===== config.mk =====
export PLATFORM = sky130hd
export DESIGN_NAME = alu_reg_flat
export DESIGN_NICKNAME = d
export VERILOG_FILES = /design/src/rtl/alu_reg_if.sv /design/src/rtl/alu_reg.sv /design/src/flat_wrapper.sv
export SDC_FILE = /design/constraint.sdc
export NUM_CORES = 1
export LEC_CHECK = 0
export BUFFER_PORTS_ARGS = -buffer_cell sky130_fd_sc_hd__buf_4
export CORE_MARGIN = 2
export CORE_UTILIZATION = 50
export CTS_CLUSTER_SIZE = 8
export DETAILED_ROUTE_END_ITERATION = 16
export PLACE_DENSITY_LB_ADDON = 0.2
export SYNTH_ARGS = -nofsm -noshare
export SYNTH_HDL_FRONTEND = slang
export SYNTH_SLANG_ARGS = --single-unit

===== constraint.sdc =====
create_clock -name clk -period 1.1 [get_ports clk]
set_clock_uncertainty 0.1 [all_clocks]
set_input_delay 0.11 -clock clk [delete_from_list [all_inputs] [get_ports clk]]
set_output_delay 0.11 -clock clk [all_outputs]
set_load 0.005 [all_outputs]

===== src/rtl/alu_reg_if.sv =====
// Operand/result bundle between the controller and the registered ALU.
interface alu_reg_if #(
    parameter int N = 4
);
    logic [N-1:0] A;
    logic [N-1:0] B;
    logic [2:0]   OP;
    logic         enable;
    logic         s_rst;
    logic [N-1:0] Y;
    logic [2:0]   ONZ;

    // Controller side: drives operands and control, reads back result and flags.
    modport master (
        output A, B, OP, enable, s_rst,
        input  Y, ONZ
    );

    // ALU side: consumes operands and control, presents registered result and flags.
    modport slave (
        input  A, B, OP, enable, s_rst,
        output Y, ONZ
    );
endinterface


===== src/rtl/alu_reg.sv =====
// Registered N-bit two's-complement ALU with overflow/negative/zero flags.
// Result and flags are driven only from flops, so the controller sees the
// previously captured flags throughout the cycle in which enable is high.
module alu_reg #(
    parameter int N = 4
) (
    input logic       clk,
    input logic       rst_n,
    alu_reg_if.slave  bus
);

    typedef enum logic [2:0] {
        OP_ADD  = 3'b000,
        OP_SUB  = 3'b001,
        OP_AND  = 3'b010,
        OP_OR   = 3'b011,
        OP_XOR  = 3'b100,
        OP_PASA = 3'b101,
        OP_ZERO = 3'b110,
        OP_MOVB = 3'b111
    } op_e;

    // Per-cycle mode: either keep the registers or load/clear them.
    typedef enum logic {
        HOLD       = 1'b0,
        LOAD_CLEAR = 1'b1
    } mode_e;

    mode_e        mode;
    logic [N-1:0] result;
    logic         ovf;
    logic [N-1:0] y_q, y_d;
    logic [2:0]   onz_q, onz_d;

    // Combinational ALU: truncated result and signed overflow for ADD/SUB.
    always_comb begin
        // NOTE: every variable gets a default before the case so no latch is inferred.
        result = '0;
        ovf    = 1'b0;
        case (op_e'(bus.OP))
            OP_ADD: begin
                result = bus.A + bus.B;
                ovf    = (bus.A[N-1] == bus.B[N-1]) && (result[N-1] != bus.A[N-1]);
            end
            OP_SUB: begin
                result = bus.A - bus.B;
                ovf    = (bus.A[N-1] != bus.B[N-1]) && (result[N-1] != bus.A[N-1]);
            end
            OP_AND:  result = bus.A & bus.B;
            OP_OR:   result = bus.A | bus.B;
            OP_XOR:  result = bus.A ^ bus.B;
            OP_PASA: result = bus.A;
            OP_ZERO: result = '0;
            OP_MOVB: result = bus.B;
            default: result = '0;
        endcase
    end

    // Next-state selection: s_rst clears, enable loads, otherwise hold.
    always_comb begin
        mode  = (bus.s_rst || bus.enable) ? LOAD_CLEAR : HOLD;
        y_d   = y_q;
        onz_d = onz_q;
        if (mode == LOAD_CLEAR) begin
            if (bus.s_rst) begin
                y_d   = '0;
                onz_d = 3'b000;
            end else begin
                y_d   = result;
                onz_d = {ovf, result[N-1], (result == '0)};
            end
        end
    end

    // Result and flag registers with asynchronous clear.
    always_ff @(posedge clk or negedge rst_n) begin
        if (!rst_n) begin
            y_q   <= '0;
            onz_q <= 3'b000;
        end else begin
            // NOTE: non-blocking assignments so all flops update together at the edge.
            y_q   <= y_d;
            onz_q <= onz_d;
        end
    end

    assign bus.Y   = y_q;
    assign bus.ONZ = onz_q;

endmodule


===== src/flat_wrapper.sv =====
// flat-port wrapper written by rule: the top's interface ports become plain ports
module alu_reg_flat 
#(
    parameter int N = 4
)
  (clk, rst_n, bus_A, bus_B, bus_OP, bus_enable, bus_s_rst, bus_Y, bus_ONZ);
  alu_reg_if #(.N(N)) bus_i ();
  input logic clk;
  input logic rst_n;
  input wire logic [$bits(bus_i.A)-1:0] bus_A;
  input wire logic [$bits(bus_i.B)-1:0] bus_B;
  input wire logic [$bits(bus_i.OP)-1:0] bus_OP;
  input wire logic [$bits(bus_i.enable)-1:0] bus_enable;
  input wire logic [$bits(bus_i.s_rst)-1:0] bus_s_rst;
  output wire logic [$bits(bus_i.Y)-1:0] bus_Y;
  output wire logic [$bits(bus_i.ONZ)-1:0] bus_ONZ;
  assign bus_i.A = bus_A;
  assign bus_i.B = bus_B;
  assign bus_i.OP = bus_OP;
  assign bus_i.enable = bus_enable;
  assign bus_i.s_rst = bus_s_rst;
  assign bus_Y = bus_i.Y;
  assign bus_ONZ = bus_i.ONZ;
  alu_reg #(.N(N)) u_core (.clk(clk), .rst_n(rst_n), .bus(bus_i));
endmodule

## Yosys cells after proc, flatten, opt, wreduce, memory -nomap -nowiden

Index checks and enable logic that the tools add are counted.

- Register bits: 7

- Add/subtract/negate cells: 2
- Eq/ne operators: 11
- Muxes and demuxes: 5
- Bitwise logic cells: 3
- Reduce and logical (&&, ||, !) cells: 5

Operator list:

| operator | count |
|---|---|
| $pmux W4 S8 | 1 |
| $eq A3 B3 Y1 const B | 4 |
| $eq A3 B2 Y1 const B | 2 |
| $add A4 B4 Y4 | 1 |
| $and A4 B4 Y4 | 1 |
| $logic_not A4 Y1 | 1 |
| $mux W4 | 1 |
| $or A4 B4 Y4 | 1 |
| $sub A4 B4 Y4 | 1 |
| $xor A4 B4 Y4 | 1 |
| $eq A3 B1 Y1 const B | 1 |
| $logic_not A3 Y1 | 1 |
| $mux W3 | 1 |
| $ne A1 B1 Y1 | 3 |
| $logic_and A1 B1 Y1 | 2 |
| $pmux W1 S2 | 1 |
| $eq A1 B1 Y1 | 1 |
| $logic_or A1 B1 Y1 | 1 |
| $mux W1 | 1 |

## Logic depth before layout (Yosys ltp)

- Depth in word-level cells: 5
- Gate-level depth with buffers: 9
- Depth with buffers taken out: 9

## Worst setup path before layout

Ideal clock, no wire load.

- Path kind: input to register
- From: in bus_A[0]
- To: reg u_core.onz_q[0], in the netlist u_core.bus.ONZ[0]
- Library setup time: 0.127 ns
- Arrival: 1.608 ns
- Slack: -0.735 ns
- Cell stages on the path: 9
- Buffers on the path: 0
- Cells stage by stage: inv_1 > ha_1 > inv_1 > fa_1 > or2_2 > a211o_1 > a31oi_1 > or2_1 > o31ai_2

- Longest elaborated chain between the ends: 4

RTL lines:

| item | RTL line | source |
|---|---|---|
| start, declared | flat_wrapper.sv:10 | `input wire logic [$bits(bus_i.A)-1:0] bus_A;` |
| $sub A4 B4 Y4 (tied with other cells) | alu_reg.sv:46 | `result = bus.A - bus.B;` |
| $pmux W4 S8 (*) | alu_reg.sv:40 | `case (op_e'(bus.OP))` |
| $logic_not A4 Y1 (*) | alu_reg.sv:70 | `onz_d = {ovf, result[N-1], (result == '0)};` |
| $mux W3 (*) | alu_reg.sv:65 | `if (bus.s_rst) begin` |
| end signal, assigned | alu_reg.sv:83 | `onz_q <= onz_d;` |
| end, declared | alu_reg.sv:33 | `logic [2:0] onz_q, onz_d;` |

Mark *: on every way between the ends. The rest lies on a longest branch, timed or not.
A chain may end at the register's enable or synchronous reset.

## Worst setup path after layout

- From: in bus_A[0]
- To: reg u_core.y_q[1], in the netlist u_core.bus.Y[1]

- Longest elaborated chain between the ends: 3

RTL lines:

| item | RTL line | source |
|---|---|---|
| $sub A4 B4 Y4 or $add A4 B4 Y4 (tied branches) | alu_reg.sv:46, alu_reg.sv:42 |  |
| $pmux W4 S8 (*) | alu_reg.sv:40 |  |
| $mux W4 (*) | alu_reg.sv:65 |  |
| end signal, assigned | alu_reg.sv:82 | `y_q <= y_d;` |
| end, declared | alu_reg.sv:32 | `logic [N-1:0] y_q, y_d;` |

Marks and branches as above.

==> flow_metrics.env <==
export IMPL_status="finished, violations left"
export IMPL_violations="DRC, setup timing"
export IMPL_clock_sinks=6
export IMPL_grt_pass1_wl_mm=4.13
export IMPL_pwr_share_seq=0.245
export IMPL_port_buffers=21
export IMPL_drt_initial_drc_count=29
export IMPL_worstSkewPairLatency_ns=0.26
export IMPL_intPower_uw=632
export IMPL_rrSetupSlack_ns=0.21
export IMPL_fmax_mhz=562
export IMPL_slew_headroom=0.760
export IMPL_ys_types=42
export IMPL_area_growth_pct=59.6
export IMPL_drv_cap=0
export IMPL_clkPwrFrac=0.218
export IMPL_routabilityCongestion=0.877
export IMPL_end_kind="flop"
export IMPL_clk_pin_slew_worst_paths_ns=0.05
export IMPL_p_leak_uw=0.000641
export IMPL_die_x_microns=45.4
export IMPL_whs_endpoint="u_core.bus.ONZ[2]"
export IMPL_htree_levels=1
export IMPL_dp_hpwl_mm=1.75
export IMPL_netlist_area_leader_share=0.175
export IMPL_reg2reg_to="u_core.bus.Y[1]"
export IMPL_cp_max_fo=2
export IMPL_grt_pass1_vias=925
export IMPL_switching_share=0.366
export IMPL_std_cell_rows=14
export IMPL_worstPathArrival_ns=1.82
export IMPL_final_core_util=0.879
export IMPL_critPathLaunchType="input pin"
export IMPL_synth_flop_cell="dfrtp_1"
export IMPL_hold_depth=2
export IMPL_antenna_left=0
export IMPL_dieArea_sq_mm=0.00206
export IMPL_drc=1
export IMPL_synth_edff_count=0
export IMPL_synth_seq_cells=6
export IMPL_synth_seq_area_share=0.175
export IMPL_diodes=0
export IMPL_worstSetupPathType="input pin to flop"
export IMPL_whs_ns=0.00874
export IMPL_rsz0062_at_grt="yes"
export IMPL_synth_top_area_cell="dfrtp_1"
export IMPL_synth_area_leaders="dfrtp_1 (17%), ha_1 (16%), inv_1 (6.6%)"
export IMPL_rr_startpoint="u_core.bus.Y[1]"
export IMPL_setup_violations=6
export IMPL_drtPass1Iterations=10
export IMPL_fin_ws_ns=-0.680
export IMPL_nets=176
export IMPL_pre_cts_ws_ns=-0.950
export IMPL_cts_tree="done"
export IMPL_num_fill_cells=85
export IMPL_multi_input_area_sq_um=753
export IMPL_clockBufferDepth=2
export IMPL_ys_warn_count=0
export IMPL_antenna_found_initial=0
export IMPL_layout_drive_gt1_share=0.493
export IMPL_crit_start="bus_A[0]"
export IMPL_async_reset_ff_frac=1.00
export IMPL_maxSlewViolCount=0
export IMPL_worst_r2r_cell_count=2
export IMPL_pin_count=22
export IMPL_power_switching_uw=365
export IMPL_hp_start="bus_enable"
export IMPL_finalCriticalPeriod_ns=1.78
export IMPL_grt_total_usage=0.280
export IMPL_comb_power_share=0.537
export IMPL_num_vias=1019
export IMPL_ir_drop_mv=0.576
export IMPL_syn_area_sq_um=858
export IMPL_vias_per_cell=6.29
export IMPL_worst_pin_slew_ns=0.356
export IMPL_cts_inserted_buffers=3
export IMPL_overflow=0
export IMPL_core_sq_mm=0.00156
export IMPL_power_density_mw_per_mm2=728
export IMPL_hold_class="input pin to flop"
export IMPL_syn_avg_cell_area_sq_um=8.17
export IMPL_wirelength_mm=2.91
export IMPL_grt_max_degree=15
export IMPL_syn_nets=133
export IMPL_netlist_instances=105
export IMPL_layout_common_cells="buf_4 (38), inv_1 (12), nand2_1 (7)"
export IMPL_wire_per_inst_microns=18.0
export IMPL_cts_root_buf="clkbuf_4"
export IMPL_finalHoldViolations=0
export IMPL_fin_crit_sh=1.62
export IMPL_layout_commonest_cell="buf_4"
export IMPL_initial_utilization=0.551
export IMPL_seqCellArea_sq_um=150
export IMPL_crit_required_ns=1.14
export IMPL_die_y_microns=45.4
[metrics by stage]
step | total power, uW | std cells | instance area, sq um | TNS (ns)
final | 997 | 162 | 1370 | -2.85
after CTS | 941 | 162 | 1340 | -2.43
after detailed placement | 687 | 155 | 1210 | -4.53
after global routing | 1040 | 162 | 1370 | -3.13
after floorplan | 498 | 105 | 941 | -2.63
after global placement | 667 | 155 | 1210 | -4.28
[routing by layer]
metal  global-route usage  wire length, microns  share of wire  up-vias
met2                0.496                  1490           0.51       55
met4                0.176                   163          0.056        0
met3               0.0357                   149          0.051       22
li1                     -                     -              -      448
met5                    0                     0              0        -
met1                0.309                  1110           0.38      494
[state kept, by name, summed over array words and instances, names as in the netlist]
name and cells:
u_core.bus.Y 3, u_core.bus.ONZ 3
[worst max-delay path: stages]
cell and delay [ns]:
buf_12 0.09, inv_12 0.03, ha_4 0.15, inv_2 0.05, fa_2 0.43, mux2i_2 0.20
nor3_2 0.06, a221oi_2 0.31, buf_4 0.19, nor3_2 0.03, o21a_1 0.17
[final cells by class]
type | instances | share of cell area
Multi-Input combinational cell | 79 | 0.550
Timing Repair Buffer | 43 | 0.257
Sequential cell | 6 | 0.110
Inverter | 15 | 0.0530
Clock buffer | 3 | 0.0164
Tap cell | 16 | 0.0146
[how the worst max path moves through the flow]
stage	endpoint	slack [ns]	cells after the start
2_1_floorplan	u_core.bus.ONZ[0]	-0.57	9
3_3_place_gp	u_core.bus.ONZ[0]	-0.90	10
3_5_place_dp	u_core.bus.ONZ[0]	-0.95	10
4_1_cts	u_core.bus.ONZ[0]	-0.57	10
5_1_grt	u_core.bus.Y[1]	-0.73	11
6_report	u_core.bus.Y[1]	-0.68	11
[cells in the mapped netlist, types with 2 or more instances]
cell,count
a21oi_1,3
a22oi_1,2
and2_1,2
buf_2,2
buf_4,2
dfrtp_1,6
fa_1,2
ha_1,11
inv_1,15
mux2i_1,3
nand2_1,7
nand3_1,3
nor2_1,7
nor2b_1,3
nor3_1,3
o21ai_0,5
o22ai_1,2
xnor2_1,3
[repair_timing]
action / CTS / global route
buffers inserted: 3 / 1
resized for setup: 15 / 5
hold buffers: 2 / 0
pin swaps: 15 / 8
endpoints found under the hold margin: 10 / 0
setup endpoints to repair: 6 / 6
[cells by family (layout without fill, tap and decap cells)]
logic type	after synthesis	after routing	synth area share
compound gates	28	28	0.245
buf+inv	20	61	0.108
mux	4	4	0.0481
simple gates	30	30	0.176
flops	6	6	0.175
fa+ha+maj	13	13	0.207
xor+xnor	4	4	0.0408
[power by group through the flow]
stage          combinational (uW)  clock [uW]  sequential (uW)
2_1_floorplan                 250           0              248
5_1_grt                       573         225              245
3_5_place_dp                  440           0              247
4_1_cts                       490         207              244
6_report                      536         217              244
3_3_place_gp                  420           0              246
(Power assumes the default switching activity.)
